==> config.mk <==
export PLATFORM = sky130hd
export DESIGN_NAME = meter_timer_ctrl
export DESIGN_NICKNAME = d
export VERILOG_FILES = /design/src/rtl/meter_pkg.sv /design/src/rtl/bin2bcd14.sv /design/src/rtl/meter_timer_ctrl.sv
export SDC_FILE = /design/constraint.sdc
export NUM_CORES = 1
export LEC_CHECK = 0
export CORE_UTILIZATION = 45
export CTS_BUF_LIST = sky130_fd_sc_hd__clkbuf_16
export DETAILED_ROUTE_END_ITERATION = 6
export PLACE_DENSITY_LB_ADDON = 0.1
export SKIP_CTS_REPAIR_TIMING = 1
export SLEW_MARGIN = 20
export SYNTH_ARGS = -nofsm -noshare
export SYNTH_HDL_FRONTEND = slang
export SYNTH_SLANG_ARGS = --single-unit
==> constraint.sdc <==
create_clock -name CLK -period 14.5 [get_ports CLK]
set_input_delay 2.9 -clock CLK [delete_from_list [all_inputs] [get_ports CLK]]
set_output_delay 2.9 -clock CLK [all_outputs]
set_load 0.005 [all_outputs]
==> src/rtl/meter_pkg.sv <==
// meter_pkg
// Shared constants and types for the parking-meter time controller:
// display mode encoding, per-button time increments, preset load values
// and the LOW/ACTIVE threshold.
package meter_pkg;

    typedef enum logic [1:0] {
        MODE_EXPIRED = 2'd0,
        MODE_LOW     = 2'd1,
        MODE_ACTIVE  = 2'd2
    } mode_t;

    // Button increments. These are 15 bits wide so that the next-time sum
    // can exceed the 14-bit ceiling before it is saturated.
    localparam logic [14:0] ADD_U = 15'd10;
    localparam logic [14:0] ADD_L = 15'd180;
    localparam logic [14:0] ADD_R = 15'd200;
    localparam logic [14:0] ADD_D = 15'd550;

    // Preset values loaded by the level switches.
    localparam logic [13:0] PRESET_A = 14'd10;
    localparam logic [13:0] PRESET_B = 14'd205;

    // The display runs in ACTIVE mode from this many seconds upward.
    localparam logic [13:0] LOW_THRESH = 14'd200;

endpackage

==> src/rtl/bin2bcd14.sv <==
// bin2bcd14
// Combinational double-dabble converter from a 14-bit binary value to
// four BCD digits. Inputs above 9999 are outside the meter's range and
// produce no meaningful digits.
// Ports:
//   i_bin   in  14  binary value, 0..9999
//   o_bcd3  out  4  thousands digit
//   o_bcd2  out  4  hundreds digit
//   o_bcd1  out  4  tens digit
//   o_bcd0  out  4  units digit
module bin2bcd14 (
    input  logic [13:0] i_bin,
    output logic [3:0]  o_bcd3,
    output logic [3:0]  o_bcd2,
    output logic [3:0]  o_bcd1,
    output logic [3:0]  o_bcd0
);

    // Shift register: BCD digits in [29:14], binary in [13:0].
    logic [29:0] w_sr;

    // NOTE: blocking assignments are correct here because w_sr is rebuilt
    // step by step within one evaluation; it is given a full value first
    // so no latch can be inferred.
    always_comb begin
        w_sr = {16'd0, i_bin};
        for (int i = 0; i < 14; i++) begin
            // Add 3 to any digit >= 5 so that the next shift carries
            // correctly into the digit above.
            for (int d = 0; d < 4; d++) begin
                if (w_sr[14 + 4*d +: 4] >= 4'd5) begin
                    w_sr[14 + 4*d +: 4] = w_sr[14 + 4*d +: 4] + 4'd3;
                end
            end
            w_sr = w_sr << 1;
        end
    end

    assign o_bcd3 = w_sr[29:26];
    assign o_bcd2 = w_sr[25:22];
    assign o_bcd1 = w_sr[21:18];
    assign o_bcd0 = w_sr[17:14];

endmodule

==> src/rtl/meter_timer_ctrl.sv <==
// meter_timer_ctrl
// Parking-meter time controller. It takes the debounced button pulses and
// the preset switches, keeps the remaining time in seconds, counts it down
// once per second, and drives BCD digits plus a blank strobe for the
// seven-segment display. Every output depends on registered state only.
// Ports:
//   CLK        in   1  system clock
//   RESET      in   1  synchronous, active-high reset
//   up         in   1  pulse, adds 10 s
//   left       in   1  pulse, adds 180 s
//   right      in   1  pulse, adds 200 s
//   down       in   1  pulse, adds 550 s
//   sw_set10   in   1  level, loads 10 s while high (wins over sw_set205)
//   sw_set205  in   1  level, loads 205 s while high
//   time_s     out 14  remaining seconds
//   bcd3..bcd0 out  4  thousands..units digits of time_s
//   blank      out  1  1 = display off during this flash phase
//   mode       out  2  0 EXPIRED, 1 LOW, 2 ACTIVE
// TICKS_PER_SEC must be even and at least 4.
module meter_timer_ctrl
    import meter_pkg::*;
#(
    parameter int TICKS_PER_SEC = 100_000_000,
    parameter int MAX_TIME      = 9999
) (
    input  logic        CLK,
    input  logic        RESET,
    input  logic        up,
    input  logic        left,
    input  logic        right,
    input  logic        down,
    input  logic        sw_set10,
    input  logic        sw_set205,
    output logic [13:0] time_s,
    output logic [3:0]  bcd3,
    output logic [3:0]  bcd2,
    output logic [3:0]  bcd1,
    output logic [3:0]  bcd0,
    output logic        blank,
    output logic [1:0]  mode
);

    localparam int TW = $clog2(TICKS_PER_SEC);
    localparam logic [TW-1:0] TCNT_HALF = TW'(TICKS_PER_SEC / 2 - 1);
    localparam logic [TW-1:0] TCNT_LAST = TW'(TICKS_PER_SEC - 1);
    localparam logic [14:0]   MAX_T15   = 15'(MAX_TIME);

    logic [13:0]   r_time_s;
    logic [TW-1:0] r_tcnt;
    logic [1:0]    r_ph;

    logic          w_sec_tick;
    logic          w_half_tick;
    logic [14:0]   w_add;
    logic [14:0]   w_dec;
    logic [14:0]   w_sum;
    logic [13:0]   w_time_next;
    mode_t         w_mode;

    assign w_sec_tick  = (r_tcnt == TCNT_LAST);
    assign w_half_tick = (r_tcnt == TCNT_HALF) || w_sec_tick;

    // Buttons are one-hot in normal use; if several arrive together their
    // increments simply add.
    assign w_add = (up    ? ADD_U : 15'd0) + (left ? ADD_L : 15'd0)
                 + (right ? ADD_R : 15'd0) + (down ? ADD_D : 15'd0);

    // No decrement at zero, so the subtraction below can never underflow.
    assign w_dec = {14'd0, w_sec_tick && (r_time_s != 14'd0)};
    assign w_sum = {1'b0, r_time_s} - w_dec + w_add;

    assign w_time_next = (w_sum > MAX_T15) ? MAX_T15[13:0] : w_sum[13:0];

    // NOTE: sequential state uses non-blocking assignments so every
    // register samples the pre-edge values of the others.
    always_ff @(posedge CLK) begin
        if (RESET) begin
            r_time_s <= 14'd0;
            r_tcnt   <= '0;
            r_ph     <= 2'd0;
        end else if (sw_set10 || sw_set205) begin
            // A load restarts the second so a full second passes before
            // the first decrement.
            r_time_s <= sw_set10 ? PRESET_A : PRESET_B;
            r_tcnt   <= '0;
            r_ph     <= 2'd0;
        end else begin
            r_time_s <= w_time_next;
            r_tcnt   <= w_sec_tick ? '0 : r_tcnt + TW'(1);
            if (w_half_tick) begin
                r_ph <= r_ph + 2'd1;
            end
        end
    end

    always_comb begin
        if (r_time_s == 14'd0) begin
            w_mode = MODE_EXPIRED;
        end else if (r_time_s < LOW_THRESH) begin
            w_mode = MODE_LOW;
        end else begin
            w_mode = MODE_ACTIVE;
        end
    end

    // EXPIRED flashes at 1 s period, LOW at 2 s period, ACTIVE is steady.
    always_comb begin
        unique case (w_mode)
            MODE_EXPIRED: blank = r_ph[0];
            MODE_LOW:     blank = r_ph[1];
            default:      blank = 1'b0;
        endcase
    end

    assign mode   = w_mode;
    assign time_s = r_time_s;

    bin2bcd14 u_bin2bcd (
        .i_bin  (r_time_s),
        .o_bcd3 (bcd3),
        .o_bcd2 (bcd2),
        .o_bcd1 (bcd1),
        .o_bcd0 (bcd0)
    );

endmodule
==> flow_metrics.env <==
export IMPL_outcome="complete, but fails checks"
export IMPL_violations="design-rule violations"
export IMPL_maxCapViolations=0
export IMPL_synthCells=953
export IMPL_clock_fmax_mhz=73.51
export IMPL_final_setup_tns_ns=0
export IMPL_io_buffers=40
export IMPL_holdWs_ns=0.4640
export IMPL_overflow=0
export IMPL_hpwl_um=13170
export IMPL_synth_ff_type="dfxtp_1"
export IMPL_wl_um=17610
export IMPL_drive_above_1_share_pct=11.16
export IMPL_crit_fanout=14
export IMPL_setup_viol=0
export IMPL_synth_seq_cells=43
export IMPL_finalCriticalPeriod_ns=13.60
export IMPL_coreArea_um2=15200
export IMPL_area_delta_synth_final_pct=9.742
export IMPL_sw_frac_of_total_pct=49.56
export IMPL_slowest_stage="dfxtp_1"
export IMPL_seq_power_share_pct=6.7
export IMPL_seq_area_frac_synth_pct=12.32
export IMPL_grt_pass1_vias=6293
export IMPL_p_switching_mw=1.017
export IMPL_synth_area_per_cell_um2=7.331
export IMPL_rows=45
export IMPL_grt_usage_pct=21.92
export IMPL_pwr_share_clk_pct=5.4
export IMPL_gp_congestion=0.8507
export IMPL_nets=1036
export IMPL_p_comb_share_pct=87.9
export IMPL_max_slew_margin_pct=41.29
export IMPL_cpPeakStageDelay_ns=0.50
export IMPL_p_int_mw=1.035
export IMPL_pre_cts_ws_ns=0.5647
export IMPL_report_power_total_mw=2.053
export IMPL_yosysUniqueCellTypes=115
export IMPL_syn_area_um2=6987
export IMPL_die_width_um=126.6
export IMPL_slew_violations=0
export IMPL_finalWorstSetupSlack_ns=0.8970
export IMPL_synth_edf_count=0
export IMPL_die_y_um=126.6
export IMPL_clockBufferDepth=2
export IMPL_cts_made_buffers=5
export IMPL_routed_via_density=5.998
export IMPL_ant_nets=0
export IMPL_min_to="r_tcnt[0]"
export IMPL_yosys_warnings=0
export IMPL_fin_skew_ns=0.006530
export IMPL_placedCellCount=1147
export IMPL_drc=2
export IMPL_crit_path_frequent_cell="ha_1"
export IMPL_worstMarginPinSlew_ns=0.8786
export IMPL_num_io_pins=41
export IMPL_finalHoldViolCount=0
export IMPL_r2r_end="time_s[3]"
export IMPL_min_from="r_tcnt[0]"
export IMPL_cts_tree="built"
export IMPL_synth_fp_nets=1022
export IMPL_synth_async_reset_ratio_pct=0
export IMPL_root_buffer="clkbuf_16"
export IMPL_r2r_cells=27
export IMPL_clock_latency_ns=0.29
export IMPL_fin_crit_sh_pct=93.81
export IMPL_placed_area_um2=7463
export IMPL_grt_pass1_wl_um=29960
export IMPL_diodes=0
export IMPL_cp_start_kind="flip-flop"
export IMPL_critPathRequiredTime_ns=11.60
export IMPL_power_leakage_nw=2.904
export IMPL_critPathCaptureType="output port"
export IMPL_post_route_util_pct=50.44
export IMPL_rsz0062_at_grt="no"
export IMPL_wl_per_cell_um=15.23
export IMPL_critPathArrivalTime_ns=10.70
export IMPL_dr_total_vias=6934
export IMPL_hp_class="reg -> reg"
export IMPL_first_pass_iters=7
export IMPL_r2r_start="r_tcnt[0]"
export IMPL_peakVddDrop_uv=198.0
export IMPL_drt_iter0_markers=521
export IMPL_critical_path_class="reg -> out"
export IMPL_stdcell_area_um2=7667
export IMPL_path_clk_slew_ns=0.06
export IMPL_grt_antenna_before_repair=0
export IMPL_whs_path_depth=1
export IMPL_rrSetupSlack_ns=8.56
export IMPL_htreeDepth=2
export IMPL_stdcell_count=1156
export IMPL_initial_core_util_pct=45.96
export IMPL_cts_sinks=43
export IMPL_p_per_area_nw_per_um2=267.7
export IMPL_grt_max_degree=33
export IMPL_die_area_um2=16030
==> power by group through the flow <==
stage	clock [mW]	combinational, mW	sequential, mW
finish	0.110	1.81	0.137
global route	0.119	2.02	0.138
CTS	0.113	1.79	0.137
detailed placement	0	1.78	0.140
global placement	0	1.78	0.139
floorplan	0	1.28	0.132
==> cell type report <==
class / instances / area [um2]
clock inverter: 3 / 20.02
tap: 188 / 235.2
inverter: 67 / 256.5
timing repair buffer: 50 / 475.5
clock buffer: 5 / 125.1
fill: 1531 / 7535
sequential: 43 / 863.3
multi-input combinational: 800 / 5692
==> layout by cell type (no fill, tap or decap), types with 10 or more instances in the layout <==
cell,count
a211oi_1,15
a21o_1,12
a21oi_1,58
a21oi_2,10
and3_1,14
buf_4,10
clkdlybuf4s50_1,40
dfxtp_1,41
ha_1,54
inv_1,62
nand2_1,69
nand2b_1,13
nand3_1,45
nor2_1,109
nor3_1,25
o211ai_1,13
o21ai_0,42
o21ai_1,12
o21bai_1,10
or3_1,13
xnor2_1,28
xor2_1,22
==> kinds of logic (layout without fill, tap and decap cells) <==
| family | count (synthesis) | after routing | synth area share (%) |
|---|---|---|---|
| and+or+nand+nor | 362 | 362 | 26.09 |
| AOI/OAI and AO/OA | 307 | 307 | 33.06 |
| buffers and inverters | 110 | 125 | 6.912 |
| adders and majority gates | 61 | 61 | 11.57 |
| xor gates and xnor gates | 54 | 54 | 7.074 |
| DFF | 43 | 43 | 12.32 |
| muxes | 16 | 16 | 2.973 |
==> worst max path at each step <==
stage,start,end,slack (ns)
detailed placement,time_s[13],bcd3[3],0.56
global placement,time_s[13],bcd3[3],0.92
floorplan,time_s[12],bcd3[3],2.20
global route,time_s[11],bcd3[3],0.05
finish,time_s[11],bcd3[3],0.90
CTS,time_s[13],bcd3[3],0.20
==> per-layer routing <==
layer	up-vias	part of all wire (%)	GRT usage (%)
met5	-	0	0
met4	0	1.2	5.103
met3	21	3.2	1.687
met2	158	46	36.69
met1	3206	50	30.53
li1	3549	-	-
==> flip-flops by register name (all words and copies together), names as in the netlist <==
register  flops
r_ph          2
time_s       14
r_tcnt       27
==> synthesized netlist by cell type, drive strengths merged (9+ instances only) <==
cell / number / area share [%]
inv: 66 / 3.6
nand3: 47 / 3.5
a311oi: 10 / 1.4
a211oi: 19 / 2.3
buf: 19 / 2.0
nor2: 112 / 6.1
a21oi: 70 / 5.8
nor2b: 9 / 0.81
o31ai: 10 / 1.2
nand2: 71 / 4.0
xnor2: 30 / 3.8
nor4: 11 / 1.2
dfxtp: 43 / 12
or3: 13 / 1.2
nand2b: 14 / 1.3
a21o: 13 / 1.5
o211ai: 15 / 1.9
nor3: 26 / 2.0
clkbuf: 24 / 1.3
o21bai: 11 / 1.2
ha: 55 / 9.8
a31oi: 12 / 1.4
xor2: 23 / 3.0
and3: 15 / 1.4
or2: 11 / 1.0
and2: 10 / 0.93
o21a: 9 / 0.97
o21ai: 56 / 4.1
mux2i: 10 / 1.9
==> critical path: cells and delay by family (launching register included) <==
kind	cells	cell delay [ns]
simple gates	17	3.46
fa+ha+maj	10	2.45
compound gates	12	2.21
xor+xnor	4	0.92
buf+inv	6	0.87
flops	1	0.50
Power figures use the tool's default switching activity.
